==> src/rtl/trigger_run_controller_pkg.sv <==
// Shared encodings for the trigger run controller.
// Opcodes, states and selector trigger-type codes.
package trigger_run_controller_pkg;

  localparam int HARDWARE_TRG = 0;
  localparam int EXTERNAL_TRG = 1;

  typedef enum logic [1:0] {
    ST_IDLE   = 2'b00,
    ST_CONFIG = 2'b01,
    ST_RUN    = 2'b10,
    ST_DRAIN  = 2'b11
  } run_state_e;

  typedef enum logic [1:0] {
    OP_NOP    = 2'b00,
    OP_CONFIG = 2'b01,
    OP_START  = 2'b10,
    OP_STOP   = 2'b11
  } cmd_op_e;

endpackage

==> src/rtl/trigger_deadtime_gate.sv <==
// External trigger edge detect with dead-time gating.
// Counts edges rejected while the dead-time counter is busy.
module trigger_deadtime_gate #(
  parameter int DEADTIME_WIDTH = 16,
  parameter int COUNT_WIDTH    = 32
) (
  input  logic                      clk,
  input  logic                      rst_n,
  input  logic                      run,
  input  logic                      clr,
  input  logic                      ext_in,
  input  logic [DEADTIME_WIDTH-1:0] deadtime,
  output logic                      pulse,
  output logic [COUNT_WIDTH-1:0]    drop_count
);

  logic                      ext_q;
  logic                      edge_w;
  logic                      pulse_q, pulse_d;
  logic [DEADTIME_WIDTH-1:0] dt_cnt_q, dt_cnt_d;
  logic [COUNT_WIDTH-1:0]    drop_q, drop_d;

  assign edge_w = ext_in & ~ext_q;

  always_comb begin
    dt_cnt_d = dt_cnt_q;
    pulse_d  = 1'b0;
    drop_d   = drop_q;
    if (!run) begin
      dt_cnt_d = '0;
    end else if (edge_w && dt_cnt_q == '0) begin
      pulse_d  = 1'b1;
      dt_cnt_d = deadtime;
    end else begin
      if (dt_cnt_q != '0) dt_cnt_d = dt_cnt_q - 1'b1;
      // edge here means the counter was busy
      if (edge_w && ~&drop_q) drop_d = drop_q + 1'b1;
    end
    if (clr) drop_d = '0;
  end

  always_ff @(posedge clk) begin
    if (!rst_n) begin
      ext_q    <= 1'b0;
      pulse_q  <= 1'b0;
      dt_cnt_q <= '0;
      drop_q   <= '0;
    end else begin
      ext_q    <= ext_in;
      pulse_q  <= pulse_d;
      dt_cnt_q <= dt_cnt_d;
      drop_q   <= drop_d;
    end
  end

  assign pulse      = pulse_q;
  assign drop_count = drop_q;

endmodule

==> src/rtl/trigger_run_controller.sv <==
// Run-control sequencer in front of trigger_selector.
// Optional run-length timer: define RUN_TIMER_EN.
module trigger_run_controller
  import trigger_run_controller_pkg::*;
#(
  parameter int TRIGGER_TYPE_WIDTH = 2,
  parameter int CONFIG_HOLD_CYCLES = 4,
  parameter int DRAIN_CYCLES       = 2,
  parameter int DEADTIME_WIDTH     = 16,
  parameter int COUNT_WIDTH        = 32
) (
  input  logic                          ACLK,
  input  logic                          ARESETN,
  input  logic                          CMD_VALID,
  output logic                          CMD_READY,
  input  logic [1:0]                    CMD_OPCODE,
  input  logic [TRIGGER_TYPE_WIDTH-1:0] CMD_TRIGGER_TYPE,
  input  logic [DEADTIME_WIDTH-1:0]     CMD_DEADTIME,
  output logic                          CMD_ERROR,
  input  logic                          EXT_TRIGGER_IN,
  input  logic                          SEL_TVALID,
`ifdef RUN_TIMER_EN
  input  logic [COUNT_WIDTH-1:0]        CMD_RUN_LENGTH,
  output logic                          RUN_TIMEOUT,
`endif
  output logic                          SET_CONFIG,
  output logic                          STOP,
  output logic [TRIGGER_TYPE_WIDTH-1:0] TRIGGER_TYPE,
  output logic                          EXTERNAL_TRIGGER,
  output logic                          RUN_ACTIVE,
  output logic [1:0]                    STATE,
  output logic [COUNT_WIDTH-1:0]        TRIGGER_COUNT,
  output logic [COUNT_WIDTH-1:0]        DROP_COUNT
);

  localparam int PH_MAX = (CONFIG_HOLD_CYCLES > DRAIN_CYCLES) ?
                          CONFIG_HOLD_CYCLES : DRAIN_CYCLES;
  localparam int PH_W   = (PH_MAX > 1) ? $clog2(PH_MAX) : 1;

  run_state_e                    state_q, state_d;
  cmd_op_e                       op;
  logic                          accept;
  logic                          clr;
  logic                          in_run;
  logic                          timeout_hit;
  logic [PH_W-1:0]               ph_q, ph_d;
  logic                          cfg_q, cfg_d;
  logic [TRIGGER_TYPE_WIDTH-1:0] type_q, type_d;
  logic [DEADTIME_WIDTH-1:0]     dt_q, dt_d;
  logic                          ready_q, ready_d;
  logic                          err_q, err_d;
  logic                          setcfg_q, setcfg_d;
  logic                          stop_q, stop_d;
  logic                          active_q, active_d;
  logic                          tv_q;
  logic [COUNT_WIDTH-1:0]        trig_q, trig_d;

  assign op     = cmd_op_e'(CMD_OPCODE);
  assign accept = CMD_VALID & ready_q;
  assign in_run = (state_q == ST_RUN);

`ifdef RUN_TIMER_EN
  logic [COUNT_WIDTH-1:0] len_q, len_d;
  logic [COUNT_WIDTH-1:0] timer_q, timer_d;
  logic                   tmo_q;

  assign timeout_hit = in_run && len_q != '0 &&
                       timer_q == len_q - 1'b1;

  always_comb begin
    len_d   = len_q;
    timer_d = timer_q;
    if (state_q == ST_IDLE && accept && op == OP_CONFIG)
      len_d = CMD_RUN_LENGTH;
    if (clr)         timer_d = '0;
    else if (in_run) timer_d = timer_q + 1'b1;
  end

  always_ff @(posedge ACLK) begin
    if (!ARESETN) begin
      len_q   <= '0;
      timer_q <= '0;
      tmo_q   <= 1'b0;
    end else begin
      len_q   <= len_d;
      timer_q <= timer_d;
      tmo_q   <= timeout_hit;
    end
  end

  assign RUN_TIMEOUT = tmo_q;
`else
  assign timeout_hit = 1'b0;
`endif

  // state register
  always_ff @(posedge ACLK) begin
    if (!ARESETN) begin
      state_q <= ST_IDLE;
      ph_q    <= '0;
      cfg_q   <= 1'b0;
      type_q  <= TRIGGER_TYPE_WIDTH'(HARDWARE_TRG);
      dt_q    <= '0;
    end else begin
      state_q <= state_d;
      ph_q    <= ph_d;
      cfg_q   <= cfg_d;
      type_q  <= type_d;
      dt_q    <= dt_d;
    end
  end

  // next state
  always_comb begin
    state_d = state_q;
    ph_d    = ph_q;
    cfg_d   = cfg_q;
    type_d  = type_q;
    dt_d    = dt_q;
    err_d   = 1'b0;
    clr     = 1'b0;
    unique case (state_q)
      ST_IDLE: begin
        if (accept) begin
          unique case (op)
            OP_CONFIG: begin
              state_d = ST_CONFIG;
              ph_d    = PH_W'(CONFIG_HOLD_CYCLES - 1);
              cfg_d   = 1'b1;
              type_d  = CMD_TRIGGER_TYPE;
              dt_d    = CMD_DEADTIME;
            end
            OP_START: begin
              if (cfg_q) begin
                state_d = ST_RUN;
                clr     = 1'b1;
              end else begin
                err_d = 1'b1;
              end
            end
            default: ;
          endcase
        end
      end
      ST_CONFIG: begin
        if (ph_q == '0) state_d = ST_IDLE;
        else            ph_d    = ph_q - 1'b1;
      end
      ST_RUN: begin
        if ((accept && op == OP_STOP) || timeout_hit) begin
          state_d = ST_DRAIN;
          ph_d    = PH_W'(DRAIN_CYCLES - 1);
        end else if (accept && op != OP_NOP) begin
          err_d = 1'b1;
        end
      end
      ST_DRAIN: begin
        if (ph_q == '0) state_d = ST_IDLE;
        else            ph_d    = ph_q - 1'b1;
      end
    endcase
  end

  // registered outputs decoded from the next state
  always_comb begin
    ready_d  = (state_d == ST_IDLE) || (state_d == ST_RUN);
    setcfg_d = (state_d == ST_CONFIG);
    stop_d   = (state_d != ST_RUN);
    active_d = (state_d == ST_RUN);
    trig_d   = trig_q;
    if (clr) begin
      trig_d = '0;
    end else if ((in_run || state_q == ST_DRAIN) &&
                 SEL_TVALID && !tv_q && ~&trig_q) begin
      trig_d = trig_q + 1'b1;
    end
  end

  always_ff @(posedge ACLK) begin
    if (!ARESETN) begin
      ready_q  <= 1'b0;
      err_q    <= 1'b0;
      setcfg_q <= 1'b0;
      stop_q   <= 1'b1;
      active_q <= 1'b0;
      tv_q     <= 1'b0;
      trig_q   <= '0;
    end else begin
      ready_q  <= ready_d;
      err_q    <= err_d;
      setcfg_q <= setcfg_d;
      stop_q   <= stop_d;
      active_q <= active_d;
      tv_q     <= SEL_TVALID;
      trig_q   <= trig_d;
    end
  end

  trigger_deadtime_gate #(
    .DEADTIME_WIDTH (DEADTIME_WIDTH),
    .COUNT_WIDTH    (COUNT_WIDTH)
  ) u_gate (
    .clk        (ACLK),
    .rst_n      (ARESETN),
    .run        (in_run),
    .clr        (clr),
    .ext_in     (EXT_TRIGGER_IN),
    .deadtime   (dt_q),
    .pulse      (EXTERNAL_TRIGGER),
    .drop_count (DROP_COUNT)
  );

  assign CMD_READY     = ready_q;
  assign CMD_ERROR     = err_q;
  assign SET_CONFIG    = setcfg_q;
  assign STOP          = stop_q;
  assign TRIGGER_TYPE  = type_q;
  assign RUN_ACTIVE    = active_q;
  assign STATE         = state_q;
  assign TRIGGER_COUNT = trig_q;

endmodule

==> config.mk <==
export PLATFORM = sky130hd
export DESIGN_NAME = trigger_run_controller
export DESIGN_NICKNAME = d
export VERILOG_FILES = /design/src/rtl/trigger_run_controller_pkg.sv /design/src/rtl/trigger_deadtime_gate.sv /design/src/rtl/trigger_run_controller.sv
export SDC_FILE = /design/constraint.sdc
export NUM_CORES = 1
export LEC_CHECK = 0
export ABC_AREA = 1
export BUFFER_PORTS_ARGS = -buffer_cell sky130_fd_sc_hd__buf_2
export CAP_MARGIN = 20
export CORE_AREA = 2 2 96 122
export DETAILED_ROUTE_END_ITERATION = 10
export DIE_AREA = 0 0 98 124
export GPL_TIMING_DRIVEN = 0
export MAX_ROUTING_LAYER = met4
export PLACE_DENSITY = 0.82
export SKIP_CTS_REPAIR_TIMING = 1
export SLEW_MARGIN = 20
export SYNTH_ARGS = -nofsm -noshare
export SYNTH_HDL_FRONTEND = slang
export SYNTH_SLANG_ARGS = --single-unit
==> constraint.sdc <==
create_clock -name ACLK -period 5.14 [get_ports ACLK]
set_input_delay 0.257 -clock ACLK [delete_from_list [all_inputs] [get_ports ACLK]]
set_output_delay 0.257 -clock ACLK [all_outputs]
set_load 0.01 [all_outputs]
# Word level (Yosys, flattened, before mapping)
# Cells that the tools add are included.
[totals]
regBits = 111
input_bits = 25
out_inout_bits = 74
elab_cells = 89
[classes]
add_sub_neg = 4
eq_ne = 13
mux = 24
bitwise_logic = 5
reduce_logical = 27
[op_table]
columns = ["operator", "n"]
rows = [
  ["adder 32 x 1 -> 32 bit, second input constant", 2],
  ["AND reduction 32 bit", 2],
  ["2-to-1 mux 16 bit", 2],
  ["logical NOT 16 bit", 1],
  ["2-to-1 mux 2 bit", 8],
  ["nonzero test 16 bit", 1],
  ["subtractor 16 x 1 -> 16 bit, second input constant", 1],
  ["case mux 2 bit (3 select lines)", 2],
  ["== test 2 bit, second input constant", 5],
  ["2-to-1 mux 1 bit", 10],
  ["logical AND 1 bit", 7],
  ["== test 2 x 1 -> 1 bit, second input constant", 3],
  ["logical NOT 2 bit", 3],
  ["!= test 2 bit, second input constant", 3],
  ["AND reduction 3 bit", 2],
  ["!= test 2 x 1 -> 1 bit, second input constant", 2],
  ["case mux 2 bit (2 select lines)", 1],
  ["AND reduction 4 bit", 1],
  ["nonzero test 2 bit", 2],
  ["OR reduction 2 bit", 2],
  ["logical NOT 1 bit", 3],
  ["NOT 1 bit", 3],
  ["AND 1 bit", 2],
  ["logical OR 1 bit", 2],
  ["3 further kinds", 3],
]

# Logic depth before layout (Yosys ltp)
[logic_depth]
ltp_word = 6
mapped_depth = 11
depth_no_buf = 11

# Hierarchy
# A second synthesis with hierarchy kept.
[unflattened]
hier_cells = 1061
hier_area_um2 = 6671.4
[by_module_without_submodules]
columns = ["mod", "n_inst", "cells_each", "area_per_inst_um2", "seq_area_each_um2"]
rows = [
  ["trigger_deadtime_gate", 1, 568, 3378.2, 1001.0],
  ["trigger_run_controller", 1, 493, 3293.2, 1221.2],
]

# Least setup slack after synthesis
# OpenSTA, ideal clock, no wires.
[synth_timing]
kind = "register to register"
start = "reg u_gate.drop_q[0] (netlist: u_gate.drop_count[0])"
end = "reg u_gate.drop_q[0] (netlist: u_gate.drop_count[0])"
setup_time_ps = 116
arrival_ps = 1703
required_ps = 5024
setup_slack_ps = 3321
path_stages_with_launch = 12
path_buffers = 1
synth_period_minus_slack_ps = 1819
path_cell_list = "dfxtp_1 ha_1 nand2_2 nor2_4 nand2_2 nor2_4 nand3_2 nand2_4 inv_2 buf_2 nor2_1 nor2_1"
[synth_between]
elab_chain_len = 4
elab_cells_between_ends = 5
cone_classes = "1 x add/sub; 4 x reduce/logical"
[synth_rtl]
columns = ["item", "line", "text"]
rows = [
  ["from (decl)", "trigger_deadtime_gate.sv:21", "logic [COUNT_WIDTH-1:0] drop_q, drop_d;"],
  ["from (signal assigned)", "trigger_deadtime_gate.sv:52", "drop_q <= drop_d;"],
  ["parallel branches: the longest is 4 deep, another holds adder 32 x 1 -> 32 bit", "--", ""],
]
# Parallel ways; which one is timed is not known.
# A chain may end at the register's enable or synchronous reset.

# Final worst setup path
[layout_timing]
start = "reg u_gate.drop_q[0] (netlist: u_gate.drop_count[0])"
end = "reg u_gate.drop_q[26] (netlist: u_gate.drop_count[26])"
# The elaborated chain is that of the path after synthesis.

==> impl_metrics.csv <==
group,metric,value,unit
outcome,status,"finished clean",
worst_setup_path,slowest_stage,"dfxtp_1",
floorplanning,fp.coreArea,0.01092,mm2
clocking,max-clock-path-buffers,2,
floorplanning,rows,43,
min_path,hold_class,"in2reg",
layout,synthToLayoutAreaGrowth,15.15,%
sta,rsz0062_at_grt,"no",
synthesis,ys_types,32,
worst_setup_path,endpoint_kind,"flip-flop",
routing,firstDrtPassIters,7,
floorplanning,ios,99,
clocking,clk_transition_reported_paths,0.07,ns
layout,antenna_cells,0,
sta,min_period,2.164,ns
global_route,antenna_found_initial,0,
routing,wl_per_cell,12.83,um
clocking,cts_buffers,9,
worst_setup_path,reg2reg_slack,2.98,ns
sta,timing.final.max_slew_violations,0,
synthesis,ys_async_sr_fraction,0,%
placed_design,dp.cells,1230,
global_route,grt_usage,27.05,%
clocking,numClockSinks,111,
global_route,grt.overflow.total,0,
synthesis,synth_edf_count,0,
clocking,cts_root_buf,"clkbuf_16",
sta,max_freq,462.1,MHz
clocking,worstSkewPairLatency,0.36,ns
sta,relSlewSlack,65.40,%
worst_setup_path,arrival,2.39,ns
routing,ant_nets,0,
synthesis,synth_area,0.006466,mm2
floorplanning,start_util,59.20,%
clocking,htreeDepth,3,
synthesis,seq_area_frac_synth,34.37,%
worst_setup_path,timing.rr.end,"u_gate.drop_count[26]",
sta,setup_slack,2.976,ns
worst_setup_path,cp-startpoint,"u_gate.drop_count[0]",
placed_design,dp_hpwl,12100,um
placed_design,pre_cts_ws,3.016,ns
layout,finish.utilization,68.18,%
sta,fin_worst_skew,0.009037,ns
placed_design,place.gp.congestion,0.9588,
flow_run,maxCapViolCount,0,
floorplanning,dieWidth,98,um
worst_setup_path,cp.depth,10,
global_route,grt_pass1_wl,26320,um
worst_setup_path,endpoint,"u_gate.drop_count[26]",
routing,viasPerCell,5.278,
synthesis,synth_ff_type,"dfxtp_1",
worst_setup_path,worst-path-max-fanout,8,
worst_setup_path,path_class,"reg2reg",
clocking,cts_tree,"done",
worst_setup_path,path_delay_family,"simple AND/OR/NAND/NOR gates",
worst_setup_path,slowest_delay,0.49,ns
worst_setup_path,r2r_start,"u_gate.drop_count[0]",
sta,fin_setup_tns,0,ns
sta,max_slew.worst_pin.slew,0.5170,ns
worst_setup_path,cp_data_required_time,5.36,ns
pwr,peakVddDrop,0.0002070,V
layout,final_nets,1140,
floorplanning,die_h,124,um
global_route,grt_pass1_vias,5825,
sta,hold_viol,0,
routing,num_vias,6576,
routing,drt_iter0_markers,270,
synthesis,synth.avg_cell_area,6.486,um2
sta,setup_viol,0,
sta,finalCritPeriodShare,42.10,%
routing,drc,0,
placed_design,port_buffers,98,
worst_setup_path,path_cells,"ha_1, nand2_2, nor2_1, nand2_1, inv_1, nand2_1, nand2_1, nand2_1, nand2_1, a21oi_1",
pwr,powerDensity,227.7,mW/mm2
worst_setup_path,critPathLaunchType,"flip-flop",
pwr,power.leakage,3.152,nW
global_route,grt_max_degree,19,
layout,instances_no_fill,1246,
worst_setup_path,path_buf_inv,1,
synthesis,syn_inst,997,
worst_setup_path,r2r_cells,10,
synthesis,synth_warnings,0,
routing,routed_wl,15990,um
synthesis,synth-seq-cells,111,
floorplanning,die-area,0.01215,mm2
synthesis,synthesis.nets,1031,
layout,fillerInstances,1055,
layout,drive_gt1_share,18.00,%
worst_setup_path,critPathMostFrequentCell,"nand2_1",
kinds of logic (layout without fill, tap and decap cells):
| group | Yosys count | after routing | synth area share (%) |
|---|---|---|---|
| flops | 111 | 111 | 34.37 |
| simple gates | 628 | 628 | 41.68 |
| buf+inv | 96 | 210 | 7.063 |
| xor+xnor | 31 | 31 | 4.199 |
| fa+ha+maj | 9 | 9 | 1.742 |
| compound gates | 122 | 122 | 10.95 |
flip-flops by register name (all words and copies together) (netlist names), 2 cells and up:
name / flops
TRIGGER_COUNT: 32
u_gate.drop_count: 32
dt_q: 16
u_gate.dt_cnt_q: 16
STATE: 2
TRIGGER_TYPE: 2
ph_q: 2
where the power goes:
group / internal [W] / switching (W) / leakage [nW]
registers: 0.000867 / 0.00000359 / 0.896
clock network: 0.000429 / 0.000334 / 0.156
logic: 0.0000216 / 0.0000406 / 2.10
total: 0.00132 / 0.000378 / 3.15
final cells by class:
class	count	area, um2	area share, %
clock buffers	9	225.2	3.025
flip-flops and latches	111	2222	29.84
inverters	72	270.3	3.630
plain buffers	24	186.4	2.504
well taps	135	168.9	2.269
repair buffers	98	490.5	6.587
clock inverters	7	95.09	1.277
multi-input cells	790	3787	50.87
cell usage after synthesis, types with 4 or more instances:
master | number | area (um2)
nand2_1 | 329 | 1235
nor3_1 | 6 | 30.03
nand2_2 | 26 | 162.7
a21oi_1 | 52 | 260.3
nor2_1 | 174 | 653.1
a21oi_2 | 21 | 183.9
xor2_1 | 20 | 175.2
o21ai_0 | 39 | 195.2
xnor2_1 | 11 | 96.34
nand2_4 | 4 | 45.04
nand3_1 | 43 | 215.2
dfxtp_1 | 111 | 2222
a31oi_1 | 4 | 25.02
inv_1 | 69 | 259.0
buf_6 | 5 | 56.30
nand3b_1 | 26 | 195.2
ha_1 | 9 | 112.6
clkbuf_1 | 7 | 26.28
buf_2 | 8 | 40.04
nor2_2 | 7 | 43.79
nor2_4 | 6 | 67.56
tightest hold or removal path, cell delays in order:
cell	delay, ns
buf_2	0.09
nand2_1	0.04
inv_1	0.04
worst min-delay path by stage:
stage	endpoint	slack [ns]	cells past startpoint	start
floorplan	tv_q	0.35	2	SEL_TVALID
global placement	u_gate.dt_cnt_q[0]	0.43	2	dt_q[0]
detailed placement	u_gate.dt_cnt_q[0]	0.44	2	dt_q[0]
CTS	u_gate.ext_q	0.1	3	EXT_TRIGGER_IN
global route	u_gate.ext_q	0.11	3	EXT_TRIGGER_IN
finish	u_gate.ext_q	0.09	3	EXT_TRIGGER_IN
cell usage in the layout (no fill, tap or decap), types with 11 or more instances in the layout:
cell      instances
nand2_1         329
nor2_1          174
dfxtp_1         111
buf_2           106
inv_1            69
a21oi_1          52
nand3_1          43
o21ai_0          39
nand3b_1         26
nand2_2          26
a21oi_2          21
xor2_1           20
xnor2_1          11
routing by layer:
layer	global-route usage, %	up-vias	share of wire, %
met3	3.591	44	4.8
met2	47.13	196	49
met1	31.36	2957	43
li1	-	3379	-
met4	11.89	0	3.2
met5	-	-	0
stage by stage:
step,hold WS [ns],total power [W],area [um2]
global route,0.1077,0.001743,7446
CTS,0.09531,0.001702,7446
floorplan,0.3505,0.0009293,6466
global placement,0.4333,0.0009520,7126
detailed placement,0.4380,0.0009530,7126
finish,0.09341,0.001695,7446
(Power assumes the default switching activity.)
